### src/rtl/tomasulo_pkg.sv
// Shared definitions for the Tomasulo core: tag layout, unit-type codes,
// op encodings, the queued-instruction record and tag comparison helpers.
// Tag format: {valid, mem, add, mul, 1'b0, id[2:0]}.
package tomasulo_pkg;

   localparam int TAG_W     = 8;
   localparam int TAG_VALID = 7;
   localparam int DATA_W    = 32;
   localparam int REG_AW    = 5;

   // Unit-type field, tag bits [6:4] = {mem, add, mul}
   localparam logic [2:0] TAG_MEM = 3'b100;
   localparam logic [2:0] TAG_ADD = 3'b010;
   localparam logic [2:0] TAG_MUL = 3'b001;

   typedef enum logic [1:0] {
      OP_ADD     = 2'b00,
      OP_MUL     = 2'b01,
      OP_MEM     = 2'b10,
      OP_ILLEGAL = 2'b11
   } op_e;

   typedef struct packed {
      op_e               op;
      logic [REG_AW-1:0] rd;
      logic [REG_AW-1:0] rs1;
      logic [REG_AW-1:0] rs2;
   } instr_t;

   localparam int INSTR_W = $bits(instr_t);

   // A broadcast only counts when its valid bit is set; an idle CDB (tag 0)
   // must never match a register whose tag is also 0.
   function automatic logic tag_match(input logic [TAG_W-1:0] reg_tag,
                                      input logic [TAG_W-1:0] cdb_tag);
      return cdb_tag[TAG_VALID] && (reg_tag == cdb_tag);
   endfunction

   // Station select in the same {mem, add, mul} order as the tag unit field.
   function automatic logic [2:0] op_unit(input op_e op);
      case (op)
         OP_ADD:  op_unit = TAG_ADD;
         OP_MUL:  op_unit = TAG_MUL;
         OP_MEM:  op_unit = TAG_MEM;
         default: op_unit = 3'b000;
      endcase
   endfunction

endpackage

### src/rtl/sync_fifo.sv
// Synchronous FIFO, first-word-fall-through read (rdata shows the head).
// Ports: clk, reset (sync, active-low), push/wdata, pop/rdata,
//        full, empty, count (0..DEPTH).
// Push while full and pop while empty are ignored. DEPTH must be a power of two.
module sync_fifo #(
   parameter  int WIDTH = 17,
   parameter  int DEPTH = 4,
   localparam int AW    = $clog2(DEPTH),
   localparam int CW    = AW + 1
) (
   input  logic             clk,
   input  logic             reset,
   input  logic             push,
   input  logic [WIDTH-1:0] wdata,
   input  logic             pop,
   output logic [WIDTH-1:0] rdata,
   output logic             full,
   output logic             empty,
   output logic [CW-1:0]    count
);

   logic [WIDTH-1:0] mem [DEPTH];
   logic [AW-1:0]    wr_ptr;
   logic [AW-1:0]    rd_ptr;
   logic             do_push;
   logic             do_pop;

   assign full    = (count == CW'(DEPTH));
   assign empty   = (count == '0);
   assign do_push = push && !full;
   assign do_pop  = pop && !empty;
   assign rdata   = mem[rd_ptr];

   always_ff @(posedge clk) begin
      if (do_push) mem[wr_ptr] <= wdata;
   end

   always_ff @(posedge clk) begin
      if (!reset) begin
         wr_ptr <= '0;
         rd_ptr <= '0;
         count  <= '0;
      end else begin
         if (do_push) wr_ptr <= wr_ptr + 1'b1;
         if (do_pop)  rd_ptr <= rd_ptr + 1'b1;
         case ({do_push, do_pop})
            2'b10:   count <= count + 1'b1;
            2'b01:   count <= count - 1'b1;
            default: ;
         endcase
      end
   end

endmodule

### src/rtl/dispatch_regfile.sv
// In-order issue stage and tagged register file.
// Ports:
//   clk, reset (sync, active-low), en (global enable)
//   instr_valid/instr_ready/instr_op/instr_rd/instr_rs1/instr_rs2 : decoder side
//   {add,mul,mem}_ready_for_instr, {add,mul,mem}_acceptor_tag     : station handshake
//   src_in_1/src_in_2, src_in1_type/src_in2_type                 : operands (0 data, 1 tag)
//   {add,mul,mem}_src_valid                                      : one-hot dispatch strobe
//   data_in_CDB/tag_in_CDB                                       : result broadcast
//   init_wr_en/init_wr_addr/init_wr_data                         : preload
//   dbg_addr/dbg_value/dbg_tag                                   : debug read
//   illegal_op                                                   : op-11 entry dropped
module dispatch_regfile
   import tomasulo_pkg::*;
#(
   parameter int NUM_REGS   = 32,
   parameter int FIFO_DEPTH = 4
) (
   input  logic              clk,
   input  logic              reset,
   input  logic              en,
   input  logic              instr_valid,
   output logic              instr_ready,
   input  logic [1:0]        instr_op,
   input  logic [REG_AW-1:0] instr_rd,
   input  logic [REG_AW-1:0] instr_rs1,
   input  logic [REG_AW-1:0] instr_rs2,
   input  logic              add_ready_for_instr,
   input  logic              mul_ready_for_instr,
   input  logic              mem_ready_for_instr,
   input  logic [TAG_W-1:0]  add_acceptor_tag,
   input  logic [TAG_W-1:0]  mul_acceptor_tag,
   input  logic [TAG_W-1:0]  mem_acceptor_tag,
   output logic [DATA_W-1:0] src_in_1,
   output logic [DATA_W-1:0] src_in_2,
   output logic              src_in1_type,
   output logic              src_in2_type,
   output logic              add_src_valid,
   output logic              mul_src_valid,
   output logic              mem_src_valid,
   input  logic [DATA_W-1:0] data_in_CDB,
   input  logic [TAG_W-1:0]  tag_in_CDB,
   input  logic              init_wr_en,
   input  logic [REG_AW-1:0] init_wr_addr,
   input  logic [DATA_W-1:0] init_wr_data,
   input  logic [REG_AW-1:0] dbg_addr,
   output logic [DATA_W-1:0] dbg_value,
   output logic [TAG_W-1:0]  dbg_tag,
   output logic              illegal_op
);

   localparam int CNT_W = $clog2(FIFO_DEPTH) + 1;

   logic [DATA_W-1:0]  reg_value [NUM_REGS];
   logic [TAG_W-1:0]   reg_tag   [NUM_REGS];

   logic [INSTR_W-1:0] head_bits;
   instr_t             head;
   logic               fifo_full;
   logic               fifo_empty;
   logic [CNT_W-1:0]   fifo_count;
   logic               push;
   logic               pop;
   logic               head_valid;
   logic               head_illegal;
   logic               rename;
   logic [2:0]         unit;
   logic [2:0]         ready_vec;
   logic [2:0]         strobe_vec;
   logic [TAG_W-1:0]   rename_tag;

   assign push = en && instr_valid && !fifo_full;

   sync_fifo #(
      .WIDTH (INSTR_W),
      .DEPTH (FIFO_DEPTH)
   ) u_fifo (
      .clk   (clk),
      .reset (reset),
      .push  (push),
      .wdata ({instr_op, instr_rd, instr_rs1, instr_rs2}),
      .pop   (pop),
      .rdata (head_bits),
      .full  (fifo_full),
      .empty (fifo_empty),
      .count (fifo_count)
   );

   always_ff @(posedge clk) begin
      if (reset) assert (fifo_full == (fifo_count == CNT_W'(FIFO_DEPTH)));
   end

   assign head         = instr_t'(head_bits);
   assign instr_ready  = !fifo_full;
   assign head_valid   = en && !fifo_empty;
   assign unit         = op_unit(head.op);
   assign ready_vec    = {mem_ready_for_instr, add_ready_for_instr, mul_ready_for_instr};
   assign strobe_vec   = head_valid ? (unit & ready_vec) : 3'b000;
   assign head_illegal = head_valid && (head.op == OP_ILLEGAL);
   assign pop          = (|strobe_vec) || head_illegal;
   assign rename       = (|strobe_vec) && (head.rd != '0);
   assign illegal_op   = head_illegal;

   assign {mem_src_valid, add_src_valid, mul_src_valid} = strobe_vec;

   always_comb begin
      rename_tag = '0;
      if (strobe_vec[2])      rename_tag = mem_acceptor_tag;
      else if (strobe_vec[1]) rename_tag = add_acceptor_tag;
      else if (strobe_vec[0]) rename_tag = mul_acceptor_tag;
   end

   // Returns {type, operand}. A matching broadcast this cycle is forwarded
   // because the station latches the operand on the same edge the CDB retires.
   function automatic logic [DATA_W:0] read_operand(input logic [REG_AW-1:0] rs,
                                                    input logic [DATA_W-1:0] value,
                                                    input logic [TAG_W-1:0]  tag,
                                                    input logic [TAG_W-1:0]  cdb_tag,
                                                    input logic [DATA_W-1:0] cdb_data);
      if (rs == '0 || !tag[TAG_VALID]) return {1'b0, value};
      else if (tag_match(tag, cdb_tag)) return {1'b0, cdb_data};
      else return {1'b1, {(DATA_W-TAG_W){1'b0}}, tag};
   endfunction

   always_comb begin
      src_in_1     = '0;
      src_in_2     = '0;
      src_in1_type = 1'b0;
      src_in2_type = 1'b0;
      if (head_valid) begin
         {src_in1_type, src_in_1} = read_operand(head.rs1, reg_value[head.rs1],
                                                 reg_tag[head.rs1], tag_in_CDB, data_in_CDB);
         {src_in2_type, src_in_2} = read_operand(head.rs2, reg_value[head.rs2],
                                                 reg_tag[head.rs2], tag_in_CDB, data_in_CDB);
      end
   end

   // Per register: CDB retire beats preload, rename overrides the tag last.
   // R0 is never written after reset.
   always_ff @(posedge clk) begin
      if (!reset) begin
         for (int i = 0; i < NUM_REGS; i++) begin
            reg_value[i] <= '0;
            reg_tag[i]   <= '0;
         end
      end else if (en) begin
         for (int i = 1; i < NUM_REGS; i++) begin
            if (tag_match(reg_tag[i], tag_in_CDB)) begin
               reg_value[i] <= data_in_CDB;
               reg_tag[i]   <= '0;
            end else if (init_wr_en && init_wr_addr == REG_AW'(i)) begin
               reg_value[i] <= init_wr_data;
               reg_tag[i]   <= '0;
            end
            if (rename && head.rd == REG_AW'(i)) reg_tag[i] <= rename_tag;
         end
      end
   end

   assign dbg_value = reg_value[dbg_addr];
   assign dbg_tag   = reg_tag[dbg_addr];

endmodule

### config.mk
export PLATFORM = sky130hd
export DESIGN_NAME = dispatch_regfile
export DESIGN_NICKNAME = d
export VERILOG_FILES = /design/src/rtl/tomasulo_pkg.sv /design/src/rtl/sync_fifo.sv /design/src/rtl/dispatch_regfile.sv
export SDC_FILE = /design/constraint.sdc
export NUM_CORES = 2
export LEC_CHECK = 0
export BUFFER_PORTS_ARGS = -buffer_cell sky130_fd_sc_hd__buf_2
export CAP_MARGIN = 40
export CORE_ASPECT_RATIO = 1.1
export CORE_MARGIN = 3
export CORE_UTILIZATION = 30
export CTS_BUF_LIST = sky130_fd_sc_hd__clkbuf_4
export CTS_CLUSTER_DIAMETER = 120
export DETAILED_ROUTE_END_ITERATION = 8
export PLACE_DENSITY_LB_ADDON = 0.2
export SLEW_MARGIN = 20
export SYNTH_ARGS = -nofsm -noshare
export SYNTH_HDL_FRONTEND = slang
export SYNTH_HIERARCHICAL = 1
export SYNTH_SLANG_ARGS = --single-unit
### constraint.sdc
create_clock -name clk -period 5.2 [get_ports clk]
set_input_delay 0 -clock clk [delete_from_list [all_inputs] [get_ports clk]]
set_output_delay 0 -clock clk [all_outputs]
set_load 0.02 [all_outputs]
==> results_dict.tcl <==
set metrics [dict create \
    run_status "finished with violations" \
    violations "setup timing" \
    dr.first_iter.drc_count 10500 \
    postSynthAreaPerCell_um2 14.1 \
    vias_after_detailed_routing 71600 \
    synthesis.area_mm2 0.0900 \
    wirelength_mm 462 \
    post_placement_setup_slack_ns 0.0851 \
    max_freq_ghz 0.178 \
    switching_share_pct 31.0 \
    ys.warnings.count 6 \
    std_cell_rows 210 \
    rsz0062_at_grt "true" \
    layout_worst_path_cycle_share_pct 108 \
    worst_ep_required_time_ns 5.20 \
    antenna_left 0 \
    crit_type "reg2out" \
    grt_util_met2_pct 43.3 \
    port_buffers 241 \
    fp.coreArea_mm2 0.298 \
    critical_path.max_fanout 8 \
    first_global_vias 70800 \
    cts_tree "yes" \
    cp_common_cell "buf_6" \
    multi_input_area_mm2 0.0483 \
    drt_drc 0 \
    grt_max_degree 158 \
    worstSetupEndpointType "primary output" \
    ys_seq_elements 1317 \
    internal_power_mw 19.9 \
    dp_hpwl_mm 274 \
    overflow 0 \
    power_frac_seq_pct 43.6 \
    cts_buffer_count 384 \
    grt_util_met3_pct 8.30 \
    final_number_of_max_transition_violations 0 \
    cts.root.buffer_cell "clkbuf_4" \
    area_growth_syn_to_layout_pct 19.4 \
    grt_usage_pct 29.1 \
    clk_pin_slew_ns 0.06 \
    report.final.hold_viol_count 0 \
    vdd_drop_max_mv 0.183 \
    place_inst 10000 \
    cp.buffers_inverters 5 \
    syn_nets 6507 \
    top_usage_layer "met2" \
    die_area_mm2 0.307 \
    worst_skew_pair.late_latency_ns 1.36 \
    ys_seq_area_share_pct 43.8 \
    critical_path.startpoint_type "register" \
    drtPass1Iterations 6 \
    setup_tns_ns -19.63 \
    area.sequential_mm2 0.0395 \
    die_y_um 581 \
    timing.hold.worst.class "in2reg" \
    path_cells "buf_4, mux4_2, nor2b_4, buf_4, a221oi_2, o22ai_1, or4_1, a221o_1, a2111oi_4, buf_6, buf_6, nand2_2, a311o_2, buf_6" \
    timing.critical_path.slowest_stage_cell "mux4_2" \
    tightestPinTransition_ns 1.04 \
    h-tree-depth 5 \
    timing.critical_path.arrival_ns 5.62 \
    timing.clock.skew_ns 0.171 \
    clock_power_share_pct 35.3 \
    pwrdens_mw_per_mm2 268 \
    total_power_mw 28.8 \
    die_outline_width_um 528 \
    wire_per_inst_um 41.5 \
    postSynthCellCount 6370 \
    critPathMaxStageDelay_ns 0.66 \
    timing.final.crit_period_ns 5.62 \
    timing.max_slew.rel_slack_pct 30.7 \
    postSynth.asyncResetShare_pct 0 \
    power.switching_mw 8.93 \
    grt_pass1_wl_mm 615 \
    logic_gate_share_of_total_power_pct 21.0 \
    layoutNonFillerInstCount 11100 \
    synth-edff-count 1308 \
    layout.filler_cells 28600 \
    initial_utilization_pct 30.2 \
    static-leakage-power_nw 37.2 \
    drive_gt1_share_pct 37.3 \
    cts_max_path_buffers 4 \
    antenna_found_initial 46 \
    top_level_ports 242 \
    vias_per_cell 6.43 \
    path_delay_family "compound AO/OA/AOI/OAI gates" \
    nNetsFinal 7039 \
    timing.final.setup_violations 66 \
    gpl.final_weighted_congestion 0.962 \
    most_common_library_cell_in_the_layout_ignoring_fill_and_taps "edfxtp_1" \
    fin_worst_hold_slack_ns 0.0515 \
    timing.final.ws_setup_ns -0.418 \
    final_cell_mix "edfxtp_1, mux4_2, a22o_1" \
    clock_sinks 1317 \
    globalRouteMet1Util_pct 37.3 \
    max_cap_viol_count 0 \
    yosysUniqueCellTypes 76 \
    yosys_most_used_dff "edfxtp_1" \
]
state kept, by name, indices dropped and copies added, names as in the netlist, named ones only:
register       count
reg_tag          248
u_fifo/wr_ptr      2
reg_value        992
u_fifo/count       3
u_fifo/mem        68
u_fifo/rd_ptr      2
final cells by class:
type                    count  area share [%]
flip-flops and latches   1317            36.7
inverters                  17          0.0664
well taps                3922            4.57
clock buffers             568            3.97
repair buffers            985            9.19
multi-input cells        4197            44.9
diodes                     17          0.0396
clock inverters           109           0.530
power by group through the flow:
| stage | sequential, mW | clock [mW] | combinational (mW) |
|---|---|---|---|
| final | 12.6 | 10.2 | 6.06 |
| after CTS | 12.5 | 10.3 | 5.86 |
| after detailed placement | 12.8 | 0 | 5.44 |
| after global routing | 12.6 | 10.9 | 6.18 |
| after floorplan | 12.6 | 0 | 3.28 |
| after global placement | 12.7 | 0 | 5.38 |
kinds of logic after synthesis:
family	after synthesis	share of synthesized area, %
AO/OA/AOI/OAI	911	8.42
XOR/XNOR	226	2.20
adder cells (fa/ha/maj)	6	0.0917
buffers and inverters	859	4.02
flip-flops	1317	43.8
multiplexers	1751	33.9
AND/OR/NAND/NOR	1300	7.55
synth_stat cells (61+ instances only):
cell type	number	share of area [%]
mux2i_1	562	6.2
buf_2	131	0.73
clkbuf_1	544	2.3
xor2_1	136	1.3
nor2b_1	468	3.3
a22o_1	637	6.2
nor2_1	380	1.6
xnor2_1	90	0.88
nand3_1	61	0.34
nand2_1	134	0.56
mux4_2	1019	25
buf_1	124	0.52
mux2_2	168	2.1
edfxtp_1	1308	44
final timing paths:
check                                      from                         endpoint  slack (ns)  cells after the start
setup / recovery                       register                      src_in_2[6]       -0.42                     14
hold / removal                 init_wr_data[11]  reg_value[23][11]$_SDFFCE_PN0P_        0.05                      5
setup reg to reg                       register     u_fifo/count[2]$_SDFFE_PN0P_        0.27                     16
hold reg to reg   u_fifo/rd_ptr[1]$_SDFFE_PN0P_                         register        0.50                      2
metrics by stage:
| stage | util, % | area, µm² |
|---|---|---|
| floorplan | - | 90000 |
| finish | 36.0 | 107000 |
| global placement | 32.2 | 96000 |
| global route | 36.0 | 107000 |
| detailed placement | 32.4 | 96600 |
| CTS | 35.7 | 106000 |
per-layer routing:
layer | routed length, µm | vias up
li1 | - | 27200
met1 | 173000 | 37500
met2 | 202000 | 5480
met3 | 53700 | 1433
met4 | 33700 | 18
met5 | 115 | -
repair_timing:
action,in CTS,in global routing
hold buffers,331,2
buffers inserted,33,11
endpoints found under the setup margin,66,66
resized for setup,169,173
gates cloned,10,8
pin swaps,25,17
endpoints found under the hold margin,1976,44
worst min-delay path: stages:
cell	delay (ns)
dlygate4sd3_1	0.53
buf_2	0.12
buf_2	0.31
mux2i_1	0.21
nor2b_1	0.06
Power figures use the tool's default switching activity.
